`src/rtl/regf_sb.sv`:
```
// Integer register file with a per-register pending-write scoreboard and optional writeback bypass.
// Reads and stall are combinational (0 cycles); writes and scoreboard updates land on the next edge.
module regf_sb #(
  parameter int XLEN   = 32,
  parameter int AW     = 5,
  parameter int BYPASS = 1
) (
  input  logic                clk,
  input  logic                rstn,
  input  logic [AW-1:0]       rs1_addr,
  input  logic [AW-1:0]       rs2_addr,
  output logic [XLEN-1:0]     rs1_data,
  output logic [XLEN-1:0]     rs2_data,
  input  logic                iss_valid,
  input  logic                iss_rs1_used,
  input  logic                iss_rs2_used,
  input  logic                iss_rd_we,
  input  logic [AW-1:0]       iss_rd,
  output logic                stall,
  input  logic                wb_en,
  input  logic [AW-1:0]       wb_addr,
  input  logic [XLEN-1:0]     wb_data,
  output logic [(2**AW)-1:0]  busy
);
  localparam int NREG = 2**AW;

  logic [XLEN-1:0] mem [NREG];
  logic [NREG-1:0] busy_q;
  logic [NREG-1:0] wb_dec;
  logic [NREG-1:0] set_dec;
  logic [NREG-1:0] eff_busy;
  logic [NREG-1:0] busy_n;
  logic            fwd_en;
  logic            fire;

  // Forwarding is gated by reset so reads stay 0 while rstn is low.
  assign fwd_en = (BYPASS != 0) && wb_en && rstn;

  always_comb begin
    wb_dec = '0;
    if (wb_en) wb_dec[wb_addr] = 1'b1;
  end

  assign eff_busy = fwd_en ? (busy_q & ~wb_dec) : busy_q;

  assign stall = iss_valid & ((iss_rs1_used & eff_busy[rs1_addr]) |
                              (iss_rs2_used & eff_busy[rs2_addr]) |
                              (iss_rd_we    & eff_busy[iss_rd]));
  assign fire  = iss_valid & ~stall;

  always_comb begin
    set_dec = '0;
    if (fire && iss_rd_we) set_dec[iss_rd] = 1'b1;
  end

  // Set is applied after clear so a same-edge issue to the written register keeps it pending.
  assign busy_n = ((busy_q & ~wb_dec) | set_dec) & {{(NREG-1){1'b1}}, 1'b0};

  always_comb begin
    rs1_data = mem[rs1_addr];
    if (fwd_en && (wb_addr == rs1_addr)) rs1_data = wb_data;
    if (rs1_addr == '0) rs1_data = '0;
  end

  always_comb begin
    rs2_data = mem[rs2_addr];
    if (fwd_en && (wb_addr == rs2_addr)) rs2_data = wb_data;
    if (rs2_addr == '0) rs2_data = '0;
  end

  always_ff @(posedge clk or negedge rstn) begin
    if (!rstn) begin
      for (int i = 0; i < NREG; i++) mem[i] <= '0;
    end else if (wb_en && (wb_addr != '0)) begin
      mem[wb_addr] <= wb_data;
    end
  end

  always_ff @(posedge clk or negedge rstn) begin
    if (!rstn) busy_q <= '0;
    else       busy_q <= busy_n;
  end

  assign busy = busy_q;
endmodule
```
`config.mk`:
```
export PLATFORM = sky130hd
export DESIGN_NAME = regf_sb
export DESIGN_NICKNAME = d
export VERILOG_FILES = /design/src/rtl/regf_sb.sv
export SDC_FILE = /design/constraint.sdc
export NUM_CORES = 2
export LEC_CHECK = 0
export BUFFER_PORTS_ARGS = -buffer_cell sky130_fd_sc_hd__buf_4
export CORE_MARGIN = 2
export CORE_UTILIZATION = 60
export DETAILED_ROUTE_END_ITERATION = 8
export PLACE_DENSITY = 0.74
export SLEW_MARGIN = 20
export SYNTH_ARGS = -nofsm -noshare
export SYNTH_HDL_FRONTEND = slang
export SYNTH_SLANG_ARGS = --single-unit
```
`constraint.sdc`:
```
create_clock -name clk -period 5.9 [get_ports clk]
set_input_delay 0.885 -clock clk [delete_from_list [all_inputs] [get_ports clk]]
set_output_delay 0.885 -clock clk [all_outputs]
set_load 0.02 [all_outputs]
```
Word level (Yosys, flattened, before mapping)
Index checks and enable logic that the tools add are counted.
{"block": "totals", "out_inout_bits": 97, "reg_bits": 1055, "elab_cells": 96, "latchBits": 0, "ram_bits": 0, "inputBits": 59, "mem_count": 0, "mem_bits_ro": 0}
{"block": "op_classes", "n_lt_le_gt_ge": 10, "reduce_logical": 11, "bitwise_logic": 14, "muxes": 26, "shift": 0, "n_mul": 0, "n_div": 0, "addsub": 0, "n_eq_ne": 2}
{"cell": "1024-bit bitwise mux", "count": 1}
{"cell": "32-bit two-way mux", "count": 12}
{"cell": "32-bit binary-select mux with 5-bit select", "count": 2}
{"cell": "32-bit demux with 5-bit select", "count": 1}
{"cell": "32-bit AND", "count": 1}
{"cell": "32-bit NOT", "count": 1}
{"cell": "32-bit OR", "count": 1}
{"cell": "5-bit by 6-bit < comparator with 1-bit output (second input constant)", "count": 4}
{"cell": "6-bit >= comparator (second input constant)", "count": 3}
{"cell": "5-bit NOT with 6-bit output", "count": 3}
{"cell": "1-bit binary-select mux with 5-bit select", "count": 3}
{"cell": "1-bit demux with 5-bit select", "count": 2}
{"cell": "5-bit equality test", "count": 2}
{"cell": "5-bit by 1-bit >= comparator with 1-bit output (second input constant)", "count": 2}
{"cell": "5-bit logical NOT", "count": 2}
{"cell": "1-bit logical AND", "count": 8}
{"cell": "6-bit by 1-bit < comparator with 1-bit output (second input constant)", "count": 1}
{"cell": "1-bit AND", "count": 5}
{"cell": "1-bit two-way mux", "count": 5}
{"cell": "5-bit nonzero test", "count": 1}
{"cell": "1-bit OR", "count": 2}
{"cell": "1-bit NOT", "count": 1}

Longest topological paths before layout
{"block": "logic_depth", "depth_word": 19, "ltp_mapped": 11, "depth_no_buf": 7}

Least setup slack after synthesis
Ideal clock, no wire load.
{"block": "synth_timing", "path_type": "input -> output", "start": "in rs2_addr[0]", "end": "out rs2_data[10]", "required_time_ns": 5.015, "stages": 9, "arrival_ns": 3.113, "slack_ns": 1.902, "path_buffers": 5, "path_cell_list": "buf_2 -> buf_2 -> buf_4 -> buf_2 -> xor2_1 -> nor4_1 -> nand4_1 -> clkbuf_1 -> a211oi_1"}
{"block": "synth_between", "elab_chain_len": 6, "word_cells_on_any_way": 9, "cone_classes": "eq/ne (1); mux (5); bitwise (1); reduce/logical (2)"}
{"element": "start: declaration", "line": "11", "rtl": "input logic [AW-1:0] rs2_addr,"}
{"element": "5-bit NOT with 6-bit output (implied by the code)", "line": "66", "rtl": "rs2_data = mem[rs2_addr];"}
{"element": "32-bit binary-select mux with 5-bit select", "line": "66"}
{"element": "32-bit two-way mux (implied by the code) (2 in a row)", "line": "66"}
{"element": "32-bit two-way mux", "line": "67", "rtl": "if (fwd_en && (wb_addr == rs2_addr)) rs2_data = wb_data;"}
{"element": "32-bit two-way mux (*)", "line": "68", "rtl": "if (rs2_addr == '0) rs2_data = '0;"}
{"element": "end: declaration", "line": "13", "rtl": "output logic [XLEN-1:0] rs2_data,"}
Every way passes the cells marked *; elsewhere a longest branch is shown, timed or not. The select of a mux whose other input is x is not followed.

Final worst setup path
{"block": "layout_timing", "start": "in rs2_addr[2]", "end": "out rs2_data[7]"}
The elaborated chain is that of the path after synthesis.

==> flow_summary_export.csv <==
group,metric,value,unit
detailed_routing,vias,37400,
critical_path,crit_fanout,33,
sta,min_period,4.75,ns
hold_path,holdCritPathClass,"input pin to async pin",
cts,clockRootBuffer,"clkbuf_16",
cells_and_area,seq_area,0.0264,mm2
cts,cts_tree,"built",
synthesis,ys.flop_type,"dfrtp_1",
synthesis,syn_inst,3801,
cells_and_area,drive_gt1_share,55.9,%
sta,worstMarginPinSlew,1.17,ns
grt,groute.usage.overall,36.3,%
detailed_routing,postRouteAntennaNets,0,
flow_run,maxCapViolations,0,
placed_design,place_area,0.0601,mm2
critical_path,ff2ff_setup_slack,3.06,ns
synthesis,synth_nets,3860,
die,core,0.0953,mm2
die,io_pins,156,
synthesis,ys_ff_latch,1055,
grt,gr-total-overflow,0,
cts,cts-buffers-inserted,113,
synthesis,ys_seq_area_share,45.6,%
die,row_count,113,
cts,clk_pin_slew,0.06,ns
die,dieArea,0.0989,mm2
sta,rsz0062_at_grt,"false",
detailed_routing,drc,0,
synthesis,syn_area,0.0579,mm2
critical_path,required,5.02,ns
critical_path,critPathCaptureType,"primary output",
sta,finalClockSkew,0.0196,ns
cells_and_area,design_area,0.0640,mm2
synthesis,syn_area_per_cell,15.2,um2
die,initial_utilization,60.7,%
sta,hold_viol,0,
detailed_routing,wire_per_inst,34.5,um
critical_path,ff2ff_path_depth,7,
cts,cts-hold-fix-buffers,0,
outcome,status,"complete, no violations",
synthesis,async_flop_share,100,%
cts,cts_resized,0,
synthesis,yosys_warnings,0,
placed_design,place.gp.congestion,0.972,
cells_and_area,layout_common_cells,"dfrtp_1, mux2_2, mux4_2, buf_4, clkbuf_16",
placed_design,port_buffers,154,
grt,grt_pass1_vias,39700,
cts,clock_latency,0.71,ns
detailed_routing,drt_iter0_drc,3932,
synthesis,synth.distinct_cells,71,
detailed_routing,drt_wl_total,175000,um
critical_path,r2r-start,"busy[4]",
grt,grt_pass1_wl,264000,um
cells_and_area,final_common_cell,"dfrtp_1",
sta,max_freq,0.210,GHz
die,die_w,315,um
critical_path,worstPathArrival,3.87,ns
power_and_ir_drop,power_leakage,27.1,nW
cells_and_area,num-fill-cells,6458,
cells_and_area,areaGrowthSynthToFinish,10.5,%
critical_path,cp-start-kind,"input pin",
cts,htree_levels,3,
die,fp.dieH,315,um
critical_path,reg2reg_to,"busy[3]",
critical_path,critPathKind,"input pin to primary output",
cells_and_area,multi_input_comb_area,0.0297,mm2
sta,tns,0,ns
sta,slew_headroom,21.7,%
placed_design,dp_hpwl,101000,um
sta,period_share,80.6,%
power_and_ir_drop,vdd_drop_max,271,uV
detailed_routing,viasPerCell,7.35,
detailed_routing,drt-pass1-iter-count,7,
power_and_ir_drop,p_per_area,343,mW/mm2
cells_and_area,layout.nets,3783,
cts,postCtsSetupRepairBufs,0,
synthesis,synth-edff-count,0,
cts,clkSinkCount,1055,
sta,setup-violations-final,0,
grt,grt_max_degree,193,
grt,antenna_found_initial,3,
sta,drv_slew,0,
cts,clockBufferDepth,3,
[cell usage after synthesis, types with 2 or more instances]
master	n	area [um2]
or3_1	2	12.5
nand4b_4	2	47.6
buf_4	6	45.0
or2_2	4	25.0
dfrtp_1	1055	26400
or3b_1	2	17.5
o31ai_1	2	15.0
a21oi_1	32	160
nor3b_1	4	30.0
nand3b_1	3	22.5
and3_1	14	87.6
o2111ai_1	12	105
nand3_1	41	205
xnor2_1	2	17.5
clkbuf_1	331	1240
a311oi_1	12	105
o211ai_1	20	150
nor4_1	2	12.5
xor2_1	8	70.1
mux4_2	609	13700
nand2_1	59	221
o31ai_2	30	375
mux2_2	992	11200
o21ai_0	47	235
and4_1	2	17.5
a32oi_1	2	17.5
a211oi_1	95	713
nand2b_1	5	31.3
nand4_1	5	31.3
nor2_1	98	368
mux2i_1	94	941
buf_1	30	113
and2_1	22	138
nor2b_1	5	31.3
buf_6	8	90.1
o21a_1	6	45.0
inv_1	8	30.0
buf_2	80	400
nor3_1	9	45.0
o21ai_1	10	50.1
[how the worst max path moves through the flow]
stage                              end  slack (ns)   startpoint
final                      rs2_data[7]        1.15  rs2_addr[2]
after global routing       rs2_data[7]        1.11  rs2_addr[2]
after CTS                 rs2_data[29]        1.26  rs2_addr[1]
after detailed placement  rs2_data[29]        1.26  rs2_addr[1]
after global placement    rs2_data[30]        1.28  rs2_addr[2]
after floorplan           rs2_data[10]        1.90  rs2_addr[0]
[state kept, by name, summed over array words and instances (netlist names)]
signal	count
busy	31
mem	1024
[critical path, cell delays in order]
cell and delay (ns):
buf_4 0.25, inv_4 0.77, buf_4 0.40, nand2_1 0.07
and3_1 0.19, a311oi_1 0.27, a21oi_1 0.07, a211oi_1 0.63
buf_4 0.26
[power breakdown]
part	total (mW)	switching (mW)	internal, mW
logic	4.91	2.01	2.91
registers	9.65	1.04	8.61
clock network	7.34	3.06	4.29
total	21.9	6.10	15.8
[kinds of logic (layout without fill, tap and decap cells)]
family / count (synthesis) / in the layout / share of synthesized area, %
buffers and inverters: 467 / 482 / 3.37
xor gates and xnor gates: 10 / 10 / 0.151
and+or+nand+nor: 288 / 288 / 2.49
other: 1 / 2 / 0.00648
muxes: 1695 / 1695 / 44.6
DFF: 1055 / 1055 / 45.6
AOI/OAI and AO/OA: 285 / 285 / 3.73
[layout make-up]
type / count / share of cell area, %
sequential: 1055 / 41.3
tap: 1265 / 2.47
antenna: 1 / 0.00391
clock buffer: 159 / 5.17
multi-input combinational: 2279 / 46.5
clock inverter: 48 / 0.841
timing repair buffer: 265 / 3.68
inverter: 10 / 0.0665
[routing by layer]
layer	GRT usage (%)	part of all wire [%]	vias to the layer above	wire length, um
li1	-	-	14600	-
met1	50.4	38	20100	67300
met2	55.6	47	2135	81700
met3	8.10	10	489	17600
met4	16.5	5.0	2	8730
met5	0	0.0074	-	13
[metrics by stage]
stage	power [mW]	worst slack [ns]	util, %	cells	hold slack, ns
2_1_floorplan	13.0	1.90	-	3801	0.441
3_3_place_gp	14.3	1.28	63.0	4873	0.376
3_5_place_dp	14.6	1.26	63.0	4873	0.385
4_1_cts	21.9	1.26	67.1	5080	0.0949
5_1_grt	22.7	1.11	67.1	5082	0.127
6_report	21.9	1.15	67.1	5082	0.0959
(Power assumes the default switching activity.)
